## config.mk

```make
export PLATFORM = sky130hd
export DESIGN_NAME = resp_line_parser
export DESIGN_NICKNAME = d
export VERILOG_FILES = /design/src/rtl/resp_line_parser_pkg.sv /design/src/rtl/resp_line_parser_hex_nibble_decode.sv /design/src/rtl/resp_line_parser.sv
export SDC_FILE = /design/constraint.sdc
export NUM_CORES = 1
export LEC_CHECK = 0
export ABC_AREA = 1
export ABC_CLOCK_PERIOD_IN_PS = 3150
export CORE_UTILIZATION = 60
export CTS_CLUSTER_DIAMETER = 80
export CTS_CLUSTER_SIZE = 28
export DETAILED_ROUTE_END_ITERATION = 10
export GPL_TIMING_DRIVEN = 0
export PLACE_DENSITY = 0.85
export SYNTH_ARGS = -nofsm -noshare
export SYNTH_HDL_FRONTEND = slang
export SYNTH_SLANG_ARGS = --single-unit
```

## constraint.sdc

```tcl
create_clock -name clk -period 3.15 [get_ports clk]
set_input_delay 0.4725 -clock clk [delete_from_list [all_inputs] [get_ports clk]]
set_output_delay 0.4725 -clock clk [all_outputs]
set_load 0.02 [all_outputs]
```

## src/rtl/resp_line_parser_pkg.sv

```systemverilog
// Shared definitions for the response line parser: ASCII constants,
// error cause codes, FSM state encoding and the prefix lookup.
package resp_line_parser_pkg;

  localparam logic [7:0] ASCII_R     = 8'h52;
  localparam logic [7:0] ASCII_E     = 8'h45;
  localparam logic [7:0] ASCII_S     = 8'h53;
  localparam logic [7:0] ASCII_P     = 8'h50;
  localparam logic [7:0] ASCII_COLON = 8'h3A;
  localparam logic [7:0] ASCII_LF    = 8'h0A;
  localparam logic [7:0] ASCII_CR    = 8'h0D;

  typedef enum logic [1:0] {
    ERR_TIMEOUT    = 2'd0,
    ERR_BAD_PREFIX = 2'd1,
    ERR_BAD_DIGIT  = 2'd2,
    ERR_BAD_LENGTH = 2'd3
  } err_code_e;

  typedef enum logic [1:0] {
    S_HUNT   = 2'd0,
    S_PREFIX = 2'd1,
    S_HEX    = 2'd2,
    S_EOL    = 2'd3
  } state_e;

  // Expected prefix character at position idx of "RESP:" ('R' is idx 0).
  function automatic logic [7:0] prefix_char(input logic [2:0] idx);
    case (idx)
      3'd1:    prefix_char = ASCII_E;
      3'd2:    prefix_char = ASCII_S;
      3'd3:    prefix_char = ASCII_P;
      3'd4:    prefix_char = ASCII_COLON;
      default: prefix_char = 8'h00;
    endcase
  endfunction

endpackage

```

## src/rtl/resp_line_parser_hex_nibble_decode.sv

```systemverilog
// Combinational ASCII hex digit decoder: '0'-'9', 'A'-'F', 'a'-'f' -> nibble.
module hex_nibble_decode (
  input  logic [7:0] ch,
  output logic [3:0] nibble,
  output logic       is_hex
);

  // Classify the byte and extract its nibble value.
  always_comb begin
    // NOTE: every output gets a default first so no path leaves it unassigned, which would infer a latch.
    nibble = 4'h0;
    is_hex = 1'b0;
    if (ch >= 8'h30 && ch <= 8'h39) begin
      nibble = ch[3:0];
      is_hex = 1'b1;
    end else if ((ch >= 8'h41 && ch <= 8'h46) || (ch >= 8'h61 && ch <= 8'h66)) begin
      nibble = ch[3:0] + 4'd9;
      is_hex = 1'b1;
    end
  end

endmodule

```

## src/rtl/resp_line_parser.sv

```systemverilog
// Parses one "RESP:" + WIDTH/4 hex digits + '\n' line from the UART byte
// stream and reports the decoded value or a rejection cause.
module resp_line_parser
  import resp_line_parser_pkg::*;
#(
  parameter int WIDTH          = 128,
  parameter int TIMEOUT_CYCLES = 1_200_000
) (
  input  logic             clk,
  input  logic             rst_n,
  input  logic             enable,
  input  logic [7:0]       rx_data,
  input  logic             rx_valid,
  output logic [WIDTH-1:0] resp_value,
  output logic             resp_valid,
  output logic             resp_err,
  output logic [1:0]       err_code
);

  localparam int N     = WIDTH / 4;
  localparam int CNT_W = $clog2(N + 1);
  localparam int TMR_W = (TIMEOUT_CYCLES > 0) ? $clog2(TIMEOUT_CYCLES + 1) : 1;
  localparam logic [TMR_W-1:0] TMR_LAST = (TIMEOUT_CYCLES > 0) ? TMR_W'(TIMEOUT_CYCLES - 1) : '0;

  state_e           state, state_d;
  logic [2:0]       idx, idx_d;
  logic [CNT_W-1:0] cnt, cnt_d;
  logic [WIDTH-1:0] shift, shift_d;
  logic             cr_seen, cr_seen_d;
  logic [TMR_W-1:0] timer, timer_d;
  logic [WIDTH-1:0] value_d;
  logic             valid_d, err_d;
  logic [1:0]       code_d;

  logic [3:0]       nib;
  logic             is_hex;
  logic             timeout_hit;

  hex_nibble_decode u_hex (
    .ch     (rx_data),
    .nibble (nib),
    .is_hex (is_hex)
  );

  // The last idle cycle before the limit would bring the timer to TIMEOUT_CYCLES.
  assign timeout_hit = (TIMEOUT_CYCLES != 0) && (state != S_HUNT) && (timer == TMR_LAST);

  // Next-state, datapath and output-pulse decisions for one byte or idle cycle.
  always_comb begin
    state_d   = state;
    idx_d     = idx;
    cnt_d     = cnt;
    shift_d   = shift;
    cr_seen_d = cr_seen;
    timer_d   = timer;
    value_d   = resp_value;
    valid_d   = 1'b0;
    err_d     = 1'b0;
    code_d    = err_code;

    if (!enable) begin
      // Disabled: drop everything silently and park in HUNT.
      state_d   = S_HUNT;
      idx_d     = '0;
      cnt_d     = '0;
      cr_seen_d = 1'b0;
      timer_d   = '0;
    end else if (rx_valid) begin
      // A byte always wins over a coincident timeout.
      timer_d = '0;
      case (state)
        S_HUNT: begin
          if (rx_data == ASCII_R) begin
            state_d = S_PREFIX;
            idx_d   = 3'd1;
          end
        end
        S_PREFIX: begin
          if (rx_data == prefix_char(idx)) begin
            if (idx == 3'd4) begin
              state_d = S_HEX;
              cnt_d   = '0;
              shift_d = '0;
            end else begin
              idx_d = idx + 3'd1;
            end
          end else begin
            err_d  = 1'b1;
            code_d = ERR_BAD_PREFIX;
            // A stray 'R' may itself be the start of the real line.
            if (rx_data == ASCII_R) idx_d = 3'd1;
            else                    state_d = S_HUNT;
          end
        end
        S_HEX: begin
          if (is_hex) begin
            shift_d = {shift[WIDTH-5:0], nib};
            cnt_d   = cnt + CNT_W'(1);
            if (cnt == CNT_W'(N - 1)) begin
              state_d   = S_EOL;
              cr_seen_d = 1'b0;
            end
          end else begin
            err_d   = 1'b1;
            code_d  = ERR_BAD_DIGIT;
            state_d = S_HUNT;
          end
        end
        S_EOL: begin
          if (rx_data == ASCII_LF) begin
            value_d = shift;
            valid_d = 1'b1;
            state_d = S_HUNT;
          end else if (rx_data == ASCII_CR && !cr_seen) begin
            cr_seen_d = 1'b1;
          end else begin
            err_d   = 1'b1;
            code_d  = ERR_BAD_LENGTH;
            state_d = S_HUNT;
          end
        end
        default: state_d = S_HUNT;
      endcase
    end else if (state != S_HUNT && TIMEOUT_CYCLES != 0) begin
      if (timeout_hit) begin
        err_d   = 1'b1;
        code_d  = ERR_TIMEOUT;
        state_d = S_HUNT;
        timer_d = '0;
      end else begin
        timer_d = timer + TMR_W'(1);
      end
    end
  end

  // State, datapath and registered outputs.
  always_ff @(posedge clk or negedge rst_n) begin
    if (!rst_n) begin
      state      <= S_HUNT;
      idx        <= '0;
      cnt        <= '0;
      shift      <= '0;
      cr_seen    <= 1'b0;
      timer      <= '0;
      resp_value <= '0;
      resp_valid <= 1'b0;
      resp_err   <= 1'b0;
      err_code   <= '0;
    end else begin
      // NOTE: non-blocking assignments so every register samples pre-edge values, as real flops do.
      state      <= state_d;
      idx        <= idx_d;
      cnt        <= cnt_d;
      shift      <= shift_d;
      cr_seen    <= cr_seen_d;
      timer      <= timer_d;
      resp_value <= value_d;
      resp_valid <= valid_d;
      resp_err   <= err_d;
      err_code   <= code_d;
    end
  end

endmodule
```

### Word level (Yosys, flattened, before mapping)

Index checks and enable logic that the tools add are counted.

* bits in registers: 293
* input bits: 12
* output and inout bits: 132
* word-level logic and storage cells: 145

* equal/unequal tests: 39
* reductions and logical operators: 19
* add/sub/neg operators: 4
* $lt $le $gt $ge: 6
* muxes and demuxes: 67

Operator list (count)
* 128-bit 2-to-1 mux: 3
* 128-bit case mux with 2 select lines: 1
* 21-bit 2-to-1 mux: 4
* 2-bit 2-to-1 mux: 17
* 6-bit 2-to-1 mux: 5
* 3-bit inequality test, second input constant: 10
* 7-bit case mux with 4 select lines: 1
* 8-bit 2-to-1 mux: 3
* 21-bit by 1-bit adder with 21-bit output, second input constant: 1
* 21-bit == test, second input constant: 1
* 1-bit 2-to-1 mux: 20
* 5-bit inequality test, second input constant: 4
* 8-bit by 4-bit == test with 1-bit output, second input constant: 2
* 8-bit by 7-bit greater-or-equal comparator with 1-bit output, second input constant: 2
* 8-bit by 7-bit <= comparator with 1-bit output, second input constant: 2
* 3-bit 2-to-1 mux: 5
* 3-bit by 1-bit inequality test with 1-bit output, second input constant: 5
* 6-bit case mux with 2 select lines: 1
* 6-bit AND reduction: 2
* 8-bit by 7-bit == test with 1-bit output, second input constant: 1
* 8-bit == test: 1
* 8-bit by 6-bit greater-or-equal comparator with 1-bit output, second input constant: 1
* 8-bit by 6-bit <= comparator with 1-bit output, second input constant: 1
* 4-bit 2-to-1 mux: 2
* other kinds (28): 40

### Depth between registers and ports, before layout

* depth in word-level cells: 10
* depth in mapped cells: 16
* gate-level depth less buffers: 14

### By module

From an unflattened synthesis, not the netlist that was laid out.

* cells, all modules: 1364
* area total of the unflattened synthesis: 12592.1 µm²

By module, submodules not included
* resp_line_parser: instances 1, cells each 1331, area each 12416.9 µm², seq. area each 7332.0 µm²
* hex_nibble_decode: instances 1, cells each 33, area each 175.2 µm², seq. area each 0.0 µm²

### Worst setup path before layout

No wires, ideal clock.

* path kind: reg-to-reg
* start: register idx[0]
* end: register shift[2]
* cell stages (with the launch flop): 16
* library setup time: 0.121 ns
* required time: 3.029 ns
* clock period less this slack: 2.010 ns
* setup slack: 1.140 ns
* path buffers: 2
* arrival time: 1.889 ns
* cells stage by stage: dfrtp_1 > inv_1 > ha_1 > nand2_2 > nand2_1 > nand2_1 > nor2_1 > nand2_1 > nor2_2 > nand2_2 > nand2_2 > nand3_2 > inv_2 > buf_4 > buf_2 > o21ai_1

* longest elaborated chain between the ends: 8
* elaborated cells on any way between the ends: 12
* classes of those cells: 7 x eq/ne; 4 x mux; 1 x reduce/logical

RTL lines
* start, declared: line resp_line_parser.sv:26 `logic [2:0] idx, idx_d;`
* start signal, assigned: line resp_line_parser.sv:152 `idx <= idx_d;`
* 3-bit == test, or another cell as far along: line resp_line_parser_pkg.sv:29, resp_line_parser.sv:80
* 7-bit case mux with 4 select lines: line resp_line_parser_pkg.sv:29 `case (idx)`
* 8-bit 2-to-1 mux: line resp_line_parser.sv:71 `case (state)`
* 8-bit 2-to-1 mux: line resp_line_parser.sv:68 `end else if (rx_valid) begin`
* 8-bit 2-to-1 mux: line resp_line_parser.sv:61 `if (!enable) begin`
* 8-bit == test: line resp_line_parser.sv:79 `if (rx_data == prefix_char(idx)) begin`
* 2-bit inequality test (no line)
* 6-bit AND reduction (no line) (*)
* end signal, assigned: line resp_line_parser.sv:154 `shift <= shift_d;`
* end, declared: line resp_line_parser.sv:28 `logic [WIDTH-1:0] shift, shift_d;`

Mark *: on every way between the ends. The rest lies on a longest branch, timed or not. The select of a mux whose other input is x is not followed.
A chain may end at the register's enable or synchronous reset.

### Final worst setup path

* start: input rx_data[6]
* end: register resp_value[45]

* longest elaborated chain between the ends: 2

RTL lines
* start, declared: line resp_line_parser.sv:12 `input logic [7:0] rx_data,`
* 8-bit by 4-bit == test with 1-bit output: line resp_line_parser.sv:110 `if (rx_data == ASCII_LF) begin`
* 4-bit AND reduction (no line)
* end signal, assigned: line resp_line_parser.sv:157 `resp_value <= value_d;`
* end, declared: line resp_line_parser.sv:14 `output logic [WIDTH-1:0] resp_value,`

No other way between the ends.

==> impl_metrics.toml <==
[run]
drv.max_cap_violation_count = 0

[yosys]
postSynthRegisterBits = 293
synth.yosys.warnings = 0
synthCells = 1340
postSynthAreaPerCell_um2 = 9.02
synthesis.nets = 1363
yosysUniqueCellTypes = 31
area_of_the_mapped_netlist_mm2 = 0.0121
share_of_the_yosys_chip_area_belonging_to_registers = 0.607

[place]
io_buffers = 143
area_after_dpl_mm2 = 0.0139
gp_congestion = 0.876
detailed_place_hpwl_um = 19300
dp_worst_setup_slack_ps = -13.9

[sta]
finalClockSkew_ps = 15.3
rsz0062_at_grt = "no"
achievable-frequency_mhz = 371
final.setup.worst_slack_ps = 458
worst_margin_pin_slew_ps = 766
final_hold_viol_count = 0
slew_viol_final = 0
period_share = 0.855
period_needed_ps = 2690
finalSetupViolCount = 0
timing.slew.headroom = 0.489

[finish]
num_antenna_cells = 0
layout.cells.most_common_list = "nand2_1 (352), dfrtp_1 (293), inv_1 (189)"
multi_input_gate_area_mm2 = 0.00370
finish.net_count = 1526
design_area_mm2 = 0.0143
fillers = 1369
ff_latch_area_mm2 = 0.00733
final_layout_size_suffix_gt1_frac = 0.0419
area_growth_pct = 18.8
final_common_cell = "nand2_1"

[floorplanning]
floorplan.rows = 51
io_pins = 144
core-area_mm2 = 0.0196
floorplan.initialDensity = 0.617
die_area_mm2 = 0.0207
floorplan.die.width_um = 144
die-height_um = 144

[worst_setup_path]
regToRegSetupSlack_ps = 590
worst_setup_end_kind = "register"
path_delay_family = "buffers and inverters"
crit_path_cell_trace = "clkdlybuf4s50_1 > nor2_1 > nand2_1 > nor2_1 > nand4_1 > nor3_2 > inv_1 > clkbuf_1 > clkbuf_1 > nand2_1 > o21ai_0"
timing.critical_path.arrival_ps = 3050
worst_path_max_delay_cell = "clkdlybuf4s50_1"
max_stage_delay_ps = 460
critPathMaxFanout = 10
setup.worst_path.class = "in -> reg"
worst-endpoint-required_ps = 3500
cp-start-kind = "input pin"
timing.critical_path.buf_inv = 4

[hold_path]
hold_class = "in -> async"

[clocking]
clk_root_buffer_cell = "clkbuf_16"
tritoncts.num_buffers = 15
clk_path_buf_depth = 3
h-tree-depth = 1
clock_tree_from_tritoncts = "done"
worst_skew_pair.late_latency_ps = 500
cts.reportedPaths.clkPinSlew_ps = 100
clock-sinks = 293

[route]
detailedRoute.firstIterationViolations = 662
num_vias = 9564
detailed_route_wire_length_um = 27200
drt-wirelength-per-cell_um = 15.4
drc = 0
drt_first_pass_iters = 4
detail_route.vias_per_cell = 5.40
detail-route-antenna-nets = 0

[pwr]
clock_power_share = 0.289
power.sequential.fraction = 0.608
leak_pwr_nw = 6.77
power.internal_mw = 5.33
irDropWorstVdd_uv = 315
power_switching_mw = 1.94
share_comb_of_total_power = 0.103
netSwitchingFraction = 0.267
power.density_mw_per_mm2 = 506

[status]
status = "completed"

[grt]
overflow = 0
number_of_antenna_violations_at_the_first_check_in_global_routing = 0
global_route_wire_length_before_repair_um = 45000
globalRouteTotalUtil = 0.275
grt_start_max_net_pins = 135
grt_pass1_vias = 9320
==> sequential cells by signal, indices dropped and copies added, names as in the netlist <==
name,count
cnt,6
cr_seen,1
resp_value,128
timer,21
err_code,2
resp_err,1
idx,3
resp_valid,1
state,2
shift,128
==> cells in the mapped netlist <==
master / instances / area (um^2)
a31oi_1: 3 / 18.8
a221oi_1: 1 / 8.76
o21ai_0: 163 / 816
ha_1: 11 / 138
nor3b_1: 2 / 15.0
nand4_1: 10 / 62.6
nand2_2: 4 / 25.0
nand3_1: 38 / 190
o22ai_1: 5 / 31.3
nand2_1: 352 / 1320
and3b_1: 1 / 8.76
nor2_4: 1 / 11.3
inv_1: 189 / 709
nor3_1: 19 / 95.1
buf_4: 3 / 22.5
xor2_1: 10 / 87.6
nand3_2: 3 / 30.0
nand3b_1: 2 / 15.0
a211oi_1: 2 / 15.0
nor3_2: 1 / 10.0
a21oi_1: 16 / 80.1
clkinv_1: 1 / 3.75
clkbuf_1: 31 / 116
dfrtp_1: 293 / 7330
inv_2: 3 / 11.3
nor2_2: 3 / 18.8
buf_2: 12 / 60.1
buf_6: 11 / 124
a32o_1: 1 / 10.0
nor2_1: 41 / 154
o21ai_1: 108 / 541
==> kinds of logic (layout without fill, tap and decap cells) <==
family | after synthesis | after routing | synth area share
XOR/XNOR | 10 | 10 | 0.00725
AND/OR/NAND/NOR | 477 | 477 | 0.162
buffers and inverters | 250 | 415 | 0.0867
flip-flops | 293 | 293 | 0.607
AO/OA/AOI/OAI | 299 | 299 | 0.126
adder cells (fa/ha/maj) | 11 | 11 | 0.0114
==> worst reg2reg max path, cell delays in order, from the launching register on <==
cell	delay, ps
dfrtp_1	420
inv_1	130
ha_1	220
nand2_2	140
nand2_1	90
nand2_1	70
nor2_1	80
nand2_1	60
nor2_2	160
nand2_2	100
nand2_2	110
nand3_2	110
inv_2	150
clkbuf_1	350
o21ai_0	220
==> worst paths after layout <==
path	startpoint	endpoint	cells past startpoint
setup / recovery	rx_data[6]	resp_value[45]	11
hold / removal	rst_n	resp_value[2]	2
setup reg to reg	idx[1]	shift[27]	14
hold reg to reg	shift[39]	shift[43]	2
max in group asynchronous	rst_n	resp_value[79]	3
min in group clk	shift[39]	shift[43]	2
==> routing by layer <==
| metal | vias up | track usage | share of wire |
|---|---|---|---|
| met5 | - | 0 | 0 |
| li1 | 4549 | - | - |
| met3 | 40 | 0.0280 | 0.051 |
| met4 | 0 | 0.0711 | 0.021 |
| met1 | 4696 | 0.371 | 0.42 |
| met2 | 279 | 0.477 | 0.51 |
==> through the flow <==
| step | utilization | total power, mW | setup TNS, ps | hold WS (ps) | instances |
|---|---|---|---|---|---|
| 6_report | 0.732 | 7.27 | 0 | 488 | 1770 |
| 5_1_grt | 0.732 | 7.59 | 0 | 513 | 1770 |
| 3_3_place_gp | 0.707 | 5.16 | -3057930 | 464 | 1748 |
| 3_5_place_dp | 0.710 | 5.21 | -22.3 | 426 | 1750 |
| 2_1_floorplan | - | 4.90 | 0 | 177 | 1340 |
| 4_1_cts | 0.732 | 7.29 | 0 | 490 | 1770 |
==> power groups by stage <==
stage | Combinational [mW] | Sequential (mW) | Clock [mW]
2_1_floorplan | 0.476 | 4.42 | 0
5_1_grt | 0.865 | 4.46 | 2.26
3_3_place_gp | 0.693 | 4.47 | 0
4_1_cts | 0.754 | 4.41 | 2.13
3_5_place_dp | 0.737 | 4.48 | 0
6_report | 0.750 | 4.42 | 2.10
==> cell type report <==
| cell class | count | share of cell area |
|---|---|---|
| well taps | 265 | 0.0231 |
| multi-input cells | 797 | 0.258 |
| plain buffers | 57 | 0.0225 |
| clock buffers | 15 | 0.0262 |
| repair buffers | 146 | 0.105 |
| inverters | 193 | 0.0505 |
| flip-flops and latches | 293 | 0.511 |
| clock inverters | 4 | 0.00401 |
==> repair_timing <==
| item | in CTS | in global routing |
|---|---|---|
| hold buffers | 1 | 0 |
| setup buffers | 0 | 0 |
| hold endpoints to repair | 50 | 0 |
| resized for setup | 0 | 0 |
| setup endpoints to repair | 0 | 0 |
Note: power is estimated with default switching activity, not from simulation.
